### config.mk
export PLATFORM = sky130hd
export DESIGN_NAME = spi_slave_byte
export DESIGN_NICKNAME = d
export VERILOG_FILES = /design/src/rtl/spi_pkg.sv /design/src/rtl/spi_in_sync.sv /design/src/rtl/spi_slave_byte.sv
export SDC_FILE = /design/constraint.sdc
export NUM_CORES = 1
export LEC_CHECK = 0
export CORE_MARGIN = 5
export CORE_UTILIZATION = 50
export DETAILED_ROUTE_END_ITERATION = 10
export GPL_TIMING_DRIVEN = 0
export PLACE_DENSITY = 0.86
export SLEW_MARGIN = 20
export SYNTH_ARGS = -nofsm -noshare
export SYNTH_HDL_FRONTEND = slang
export SYNTH_HIERARCHICAL = 1
export SYNTH_SLANG_ARGS = --single-unit
### constraint.sdc
create_clock -name clk -period 4.8 [get_ports clk]
set_input_delay 0.96 -clock clk [delete_from_list [all_inputs] [get_ports clk]]
set_output_delay 0.96 -clock clk [all_outputs]
set_load 0.01 [all_outputs]
### src/rtl/spi_pkg.sv
// rtl/spi_pkg.sv - shared SPI mode encodings, fill byte and slave state type
package spi_pkg;

  localparam logic [1:0] SPI_MODE0 = 2'b00;  // {CPOL, CPHA}
  localparam logic [1:0] SPI_MODE1 = 2'b01;
  localparam logic [1:0] SPI_MODE2 = 2'b10;
  localparam logic [1:0] SPI_MODE3 = 2'b11;

  localparam logic [7:0] FILL_DEFAULT = 8'hFF;

  typedef enum logic {
    ST_IDLE   = 1'b0,
    ST_ACTIVE = 1'b1
  } spi_state_t;

endpackage

### src/rtl/spi_in_sync.sv
// rtl/spi_in_sync.sv - pin synchronizer with rise/fall detect against one extra registered copy
module spi_in_sync #(
  parameter int   STAGES  = 2,
  parameter logic RST_VAL = 1'b0
) (
  input  logic clk,
  input  logic n_rst,
  input  logic din,
  output logic dout,
  output logic rise,
  output logic fall
);

  logic [STAGES-1:0] chain;
  logic              prev;

  always_ff @(posedge clk or negedge n_rst) begin
    if (!n_rst) begin
      chain <= {STAGES{RST_VAL}};
      prev  <= RST_VAL;
    end else begin
      chain <= {chain[STAGES-2:0], din};
      prev  <= chain[STAGES-1];
    end
  end

  assign dout = chain[STAGES-1];
  assign rise = dout & ~prev;
  assign fall = ~dout & prev;

endmodule

### src/rtl/spi_slave_byte.sv
// rtl/spi_slave_byte.sv - oversampled byte-oriented SPI slave, all four modes, FIFO-style rx/tx
module spi_slave_byte
  import spi_pkg::*;
#(
  parameter logic       CPOL        = 1'b0,
  parameter logic       CPHA        = 1'b0,
  parameter logic [7:0] FILL_BYTE   = FILL_DEFAULT,
  parameter int         SYNC_STAGES = 2
) (
  input  logic       clk,
  input  logic       n_rst,
  input  logic       sclk,
  input  logic       n_cs,
  input  logic       mosi,
  output logic       miso,
  output logic       miso_oe,
  input  logic       tx_empty,
  input  logic [7:0] tx_data,
  output logic       tx_rdreq,
  input  logic       rx_full,
  output logic [7:0] rx_data,
  output logic       rx_wrreq,
  input  logic       clr_flags,
  output logic       overrun,
  output logic       underrun,
  output logic       frame_err,
  output logic       ready
);

  localparam logic [1:0] MODE        = {CPOL, CPHA};
  localparam logic       SAMPLE_RISE = (MODE == SPI_MODE0) || (MODE == SPI_MODE3);

  logic       sclk_rise, sclk_fall, sclk_s;
  logic       cs_s, cs_rise, cs_fall;
  logic       mosi_s;
  logic [1:0] mosi_edge_unused;

  spi_in_sync #(.STAGES(SYNC_STAGES), .RST_VAL(CPOL)) u_sclk_sync (
    .clk(clk), .n_rst(n_rst), .din(sclk), .dout(sclk_s), .rise(sclk_rise), .fall(sclk_fall)
  );
  spi_in_sync #(.STAGES(SYNC_STAGES), .RST_VAL(1'b1)) u_cs_sync (
    .clk(clk), .n_rst(n_rst), .din(n_cs), .dout(cs_s), .rise(cs_rise), .fall(cs_fall)
  );
  spi_in_sync #(.STAGES(SYNC_STAGES), .RST_VAL(1'b0)) u_mosi_sync (
    .clk(clk), .n_rst(n_rst), .din(mosi), .dout(mosi_s),
    .rise(mosi_edge_unused[0]), .fall(mosi_edge_unused[1])
  );

  spi_state_t             state_q, state_d;
  logic [2:0]             bit_cnt;
  logic [7:0]             tx_sh;
  logic [6:0]             rx_sh;
  logic                   pend_pop;
  logic [SYNC_STAGES-1:0] settle;
  logic                   armed;
  logic                   frame_start, frame_end, sample_edge, launch_edge, load;
  logic                   set_ovr, set_und, set_ferr;
  logic [7:0]             load_byte;
  logic                   sclk_level_unused;

  assign sclk_level_unused = sclk_s;
  assign load_byte = tx_empty ? FILL_BYTE : tx_data;
  assign ready     = cs_s;

  always_ff @(posedge clk or negedge n_rst) begin
    if (!n_rst) state_q <= ST_IDLE;
    else        state_q <= state_d;
  end

  // A fall seen before the sync chain has refilled after reset may be a frame already in progress.
  always_comb begin
    state_d     = state_q;
    frame_start = 1'b0;
    frame_end   = 1'b0;
    sample_edge = 1'b0;
    launch_edge = 1'b0;
    load        = 1'b0;
    case (state_q)
      ST_IDLE: begin
        if (cs_fall && armed) begin
          state_d     = ST_ACTIVE;
          frame_start = 1'b1;
          load        = ~CPHA;
        end
      end
      ST_ACTIVE: begin
        if (cs_rise) begin
          state_d   = ST_IDLE;
          frame_end = 1'b1;
        end else if (!cs_s) begin
          sample_edge = SAMPLE_RISE ? sclk_rise : sclk_fall;
          launch_edge = SAMPLE_RISE ? sclk_fall : sclk_rise;
          load        = launch_edge && (bit_cnt == 3'd0);
        end
      end
      default: state_d = ST_IDLE;
    endcase
  end

  assign set_und  = sample_edge && (bit_cnt == 3'd0) && !pend_pop;
  assign set_ovr  = sample_edge && (bit_cnt == 3'd7) && rx_full;
  assign set_ferr = frame_end && (bit_cnt != 3'd0);

  always_ff @(posedge clk or negedge n_rst) begin
    if (!n_rst) begin
      miso      <= 1'b0;
      miso_oe   <= 1'b0;
      tx_rdreq  <= 1'b0;
      rx_wrreq  <= 1'b0;
      rx_data   <= 8'h00;
      overrun   <= 1'b0;
      underrun  <= 1'b0;
      frame_err <= 1'b0;
      bit_cnt   <= 3'd0;
      tx_sh     <= 8'h00;
      rx_sh     <= 7'h00;
      pend_pop  <= 1'b0;
      settle    <= '0;
      armed     <= 1'b0;
    end else begin
      tx_rdreq <= 1'b0;
      rx_wrreq <= 1'b0;
      settle   <= {settle[SYNC_STAGES-2:0], 1'b1};
      if (settle[SYNC_STAGES-1] && cs_s) armed <= 1'b1;
      if (frame_start) miso_oe <= 1'b1;

      if (load) begin
        tx_sh    <= load_byte;
        pend_pop <= !tx_empty;
        miso     <= load_byte[7];
      end else if (launch_edge) begin
        miso <= tx_sh[3'd7 - bit_cnt];
      end

      // The pop is deferred to the first sample so a load the master never clocks costs nothing.
      if (sample_edge) begin
        rx_sh   <= {rx_sh[5:0], mosi_s};
        bit_cnt <= bit_cnt + 3'd1;
        if (bit_cnt == 3'd0) begin
          tx_rdreq <= pend_pop;
          pend_pop <= 1'b0;
        end
        if (bit_cnt == 3'd7) begin
          rx_data  <= {rx_sh, mosi_s};
          rx_wrreq <= !rx_full;
        end
      end

      if (frame_end) begin
        bit_cnt  <= 3'd0;
        miso_oe  <= 1'b0;
        pend_pop <= 1'b0;
      end

      overrun   <= set_ovr  | (overrun   & ~clr_flags);
      underrun  <= set_und  | (underrun  & ~clr_flags);
      frame_err <= set_ferr | (frame_err & ~clr_flags);
    end
  end

endmodule

# Yosys cells after proc, flatten, opt, wreduce, memory -nomap -nowiden
# Index checks and enable logic that the tools add are counted.
# totals
regBits	46
latch_bits	0
ram_bits	0
romBits	0
elab_cells	89
mem_count	0
# op_classes
add_sub_neg	2
multipliers	0
div_mod_pow	0
order_cmp	1
eq_ne	1
shifts	0
n_mux	32
bitwise_logic	16
reduce_logical	17
# ops
cell	count
1-bit two-way mux	26
1-bit logical AND	8
8-bit two-way mux	1
1-bit bitwise AND	7
3-bit two-way mux	2
1-bit NOT	6
2-bit nonzero test	3
3-bit by 4-bit less-than comparator with 1-bit output (second input constant)	1
1-bit one-hot mux with 2 select lines	2
3-bit by 1-bit adder with 3-bit output (second input constant)	1
1-bit binary-select mux with 3-bit select	1
3-bit == test (second input constant)	1
1-bit zero test	3
3-bit zero test	1
1-bit OR	3
3-bit nonzero test	1
3-bit subtractor (first input constant)	1
2-bit AND reduction	1

# Longest topological paths before layout
# depth
word_depth	10
depth_mapped	7
ltp_nobuf	6

# Cells and area by module
# The synthesis kept the hierarchy.
# by_module_without_submodules
module	n_inst	cells_per_inst	area_per_inst_um2	seq_area_each_um2
spi_slave_byte	1	131	1647.8	950.9
spi_in_sync (u_mosi_sync ...)	2	5	90.1	75.1
spi_in_sync (u_cs_sync)	1	5	93.8	78.8

# Worst setup path before layout
# No wires, ideal clock.
# synth_timing
kind	flip-flop to flip-flop
from	reg u_cs_sync.chain[1]
to	reg rx_data[0]
setup_time_ns	0.125
t_arrival_ns	1.721
t_required_ns	4.675
setup_slack_ns	2.953
stages_incl_launch_ff	7
synth_period_minus_slack_ns	1.847
cell_sequence	dfstp_2 > nor2b_1 > nor4bb_4 > buf_6 > and3_4 > buf_12 > mux2_4
# synth_via
elab_chain_len	4
# synth_lines
element	line	text
start: declaration	spi_in_sync.sv:14	logic [STAGES-1:0] chain;
start signal: assignment	spi_in_sync.sv:19	chain <= {STAGES{RST_VAL}};
start signal: assignment	spi_in_sync.sv:22	chain <= {chain[STAGES-2:0], din};
1-bit bitwise AND	spi_in_sync.sv:28	assign rise = dout & ~prev;
net cs_rise	spi_slave_byte.sv:34	logic cs_s, cs_rise, cs_fall;
1-bit two-way mux	spi_slave_byte.sv:87	if (cs_rise) begin
1-bit two-way mux	spi_slave_byte.sv:78	case (state_q)
2-bit AND reduction (no line)	-	
end signal: assignment	spi_slave_byte.sv:144	rx_data <= {rx_sh, mosi_s};
end: declaration	spi_slave_byte.sv:21	output logic [7:0] rx_data,
# The timed path passes the listed nets, and every way through them passes these cells.
# A chain may end at the register's enable or synchronous reset.

# Worst setup path after layout
# layout_timing
from	reg u_cs_sync.chain[1]
to	out ready
# layout_lines
element	line	text
end: declaration	spi_slave_byte.sv:27	output logic ready
# No word-level cell between the ends.

==> impl_results.md <==
* CTS Buf Count at 5
* Power per cell area at 384.5 nW/µm²
* Die width at 71.35 µm
* Outcome: completed
* CTS tree: yes
* Largest net degree at the start of global routing at 36
* Filler instances at 290
* Worst hold slack at roughly 0.35 ns
* Final WL at 2981 µm
* Vias in the first global route at 1,170
* Worst path top cell family by delay: flip-flops
* CP max stage cell: dfstp_2
* ANT cells at 0
* # H-tree levels at 2
* Setup crit start kind: flip-flop
* Mean post-synth cell area at between 10 and 15 µm²
* Port buffer count at 30
* Initial antenna violation count at 0
* # DRC at 0
* Unrepaired setup endpoints after global routing: no
* Clk buf depth at 2
* Layout cells sized above 1 at 21.98%
* Via Count at 1,144
* Skew final at 0.009587 ns
* Post-CTS Hold Buffers at 0
* Final period utilization at 50.29%
* Worst-path maximum fanout at 7
* Final setup TNS at 0 ns
* Seq pwr share at 52.6%
* First-pass GRT wire length at between 5000 and 6000 µm
* Clk slew on worst S/H paths at approximately 0.070 ns
* Fmax at 414.3 MHz
* Mapped cell area at 1882 µm²
* Final hold viol count at 0
* Endpoint class of the critical path: output port
* Arr. time, crit path at roughly 1.5 ns
* CTS root buf: clkbuf_8
* Drt wl/cell at 12.96 µm
* DP Wirelength at around 2200 µm
* Syn_nets at 162
* Worst path required time at 3.84 ns
* Pint at 0.0006936 W
* GP Congestion at 0.8033
* Clock Power Share at a little under a third
* Crit-path cells: clkdlybuf4s50_1
* Worst vdd ir at approximately 0.21 mV
* Post-CTS sizing at 0
* Initial DRC count at 22
* YS warnings at 6
* Core area at about 3700 µm²
* Mapped Cells at approximately 140
* Logic pwr share at 15.8%
* Antenna Nets Post-Route at 0
* WS Path Type: flip-flop to output port
* Drt first pass iters at 4
* Type of the worst min-delay path: flip-flop to flip-flop
* Setup-failing EPs final at 0
* Postcts setup bufs at 0
* Die height at 71.35 µm
* Overflow after GRT at 0
* Design area at 2374 µm²
* Switching share of power at 24.00%
* Total Power at 0.0009126 W
* I/O pin count at 32
* Nets at 200
* Post-DP Area at approximately 2300 µm²
* Initial Util at 51.40%
* Die area at 5091 µm²
* P_leak at between 1 and 1.5 nW
* Total GRT Usage at 13.02%
* Num Clock Sinks at 46
* Fin worst setup slack at 2.386 ns
* Buf/Inv on CP at 1
* Clk Latency, worst-skew pair at 0.30 ns
* Mean number of vias per cell at 4.974
* Synth-to-layout area growth at 26.13%
* Worst slack at placement at 2.691 ns
* Max incr delay on CP at 0.60 ns
* Final min period at roughly 2.4 ns
* Max-slew violation count at 0
* P_sw at about 0.00022 W
* MaxCap Viol Count at 0
* Cell Rows at 22
[power by group through the flow]
stage / clock network, W / logic (W) / registers [W]
after floorplan: 0 / 0.0000886 / 0.000481
after global placement: 0 / 0.000135 / 0.000485
after detailed placement: 0 / 0.000145 / 0.000487
after CTS: 0.000301 / 0.000146 / 0.000480
after global routing: 0.000320 / 0.000160 / 0.000488
final: 0.000289 / 0.000144 / 0.000480
[path summary, 6_finish.rpt]
kind | from | end | slack, ns | depth (start not counted)
setup / recovery | u_cs_sync/chain[1]$_DFF_PN1_ | ready | 2.39 | 1
hold / removal | u_sclk_sync/chain[0]$_DFF_PN0_ | u_sclk_sync/chain[1]$_DFF_PN0_ | 0.35 | 0
setup reg to reg | u_cs_sync/chain[1]$_DFF_PN1_ | tx_sh[0]$_DFFE_PN0P_ | 2.82 | 6
hold reg to reg | u_sclk_sync/chain[0]$_DFF_PN0_ | u_sclk_sync/chain[1]$_DFF_PN0_ | 0.35 | 0
max in group asynchronous | n_rst | u_cs_sync/chain[0]$_DFF_PN1_ | 3.72 | 2
min in group asynchronous | n_rst | tx_rdreq$_DFF_PN0_ | 0.54 | 1
[layout make-up]
| cell class | count | area [µm²] | share of cell area [%] |
|---|---|---|---|
| clock buffers | 7 | 86.33 | 3.637 |
| flip-flops and latches | 46 | 1155 | 48.66 |
| multi-input cells | 85 | 653.1 | 27.52 |
| clock inverters | 1 | 30.03 | 1.265 |
| well taps | 48 | 60.06 | 2.530 |
| plain buffers | 5 | 47.55 | 2.003 |
| inverters | 7 | 26.28 | 1.107 |
| repair buffers | 31 | 315.3 | 13.28 |
[cell usage in the layout, fill, tap and decap left out, types with 2 or more instances in the layout]
| cell | count |
|---|---|
| dfstp_2 | 3 |
| clkbuf_1 | 2 |
| clkbuf_8 | 6 |
| a21o_1 | 2 |
| mux2_4 | 8 |
| o22ai_1 | 2 |
| and2b_2 | 2 |
| dfrtp_1 | 43 |
| clkdlybuf4s50_1 | 29 |
| inv_1 | 7 |
| mux4_2 | 2 |
| o21ai_0 | 10 |
| nand2_1 | 19 |
| ha_1 | 3 |
| buf_2 | 2 |
| nor2_1 | 9 |
| a21oi_1 | 3 |
| mux2_2 | 7 |
| nor2b_1 | 3 |
| buf_12 | 2 |
[layer usage]
metal  track usage (%)  share of wire (%)  up-vias
met2             20.41                 47       40
met5                 0                  0        -
met3             5.189                7.3        5
li1                  -                  -      552
met1             15.71                 44      547
met4             6.054                1.8        0
[per-stage QoR]
step,cells,util (%)
6_report,230,64.83
3_5_place_dp,222,61.65
2_1_floorplan,143,-
4_1_cts,230,64.83
5_1_grt,230,64.83
3_3_place_gp,221,61.24
[state kept, by name (all words and copies together), names as in the netlist, 2 cells and up]
name and cells:
u_mosi_sync/chain 2, u_sclk_sync/chain 2, u_cs_sync/chain 2, settle 2, tx_sh 8, bit_cnt 3
rx_data 8, rx_sh 7
[worst register-to-register path, stage by stage (launching register included)]
cell      delay (ns)
dfstp_2         0.60
nor2b_1         0.37
and4bb_2        0.32
a21oi_4         0.26
buf_4           0.21
nand2_1         0.06
o21ai_0         0.07
Power figures use the tool's default switching activity.
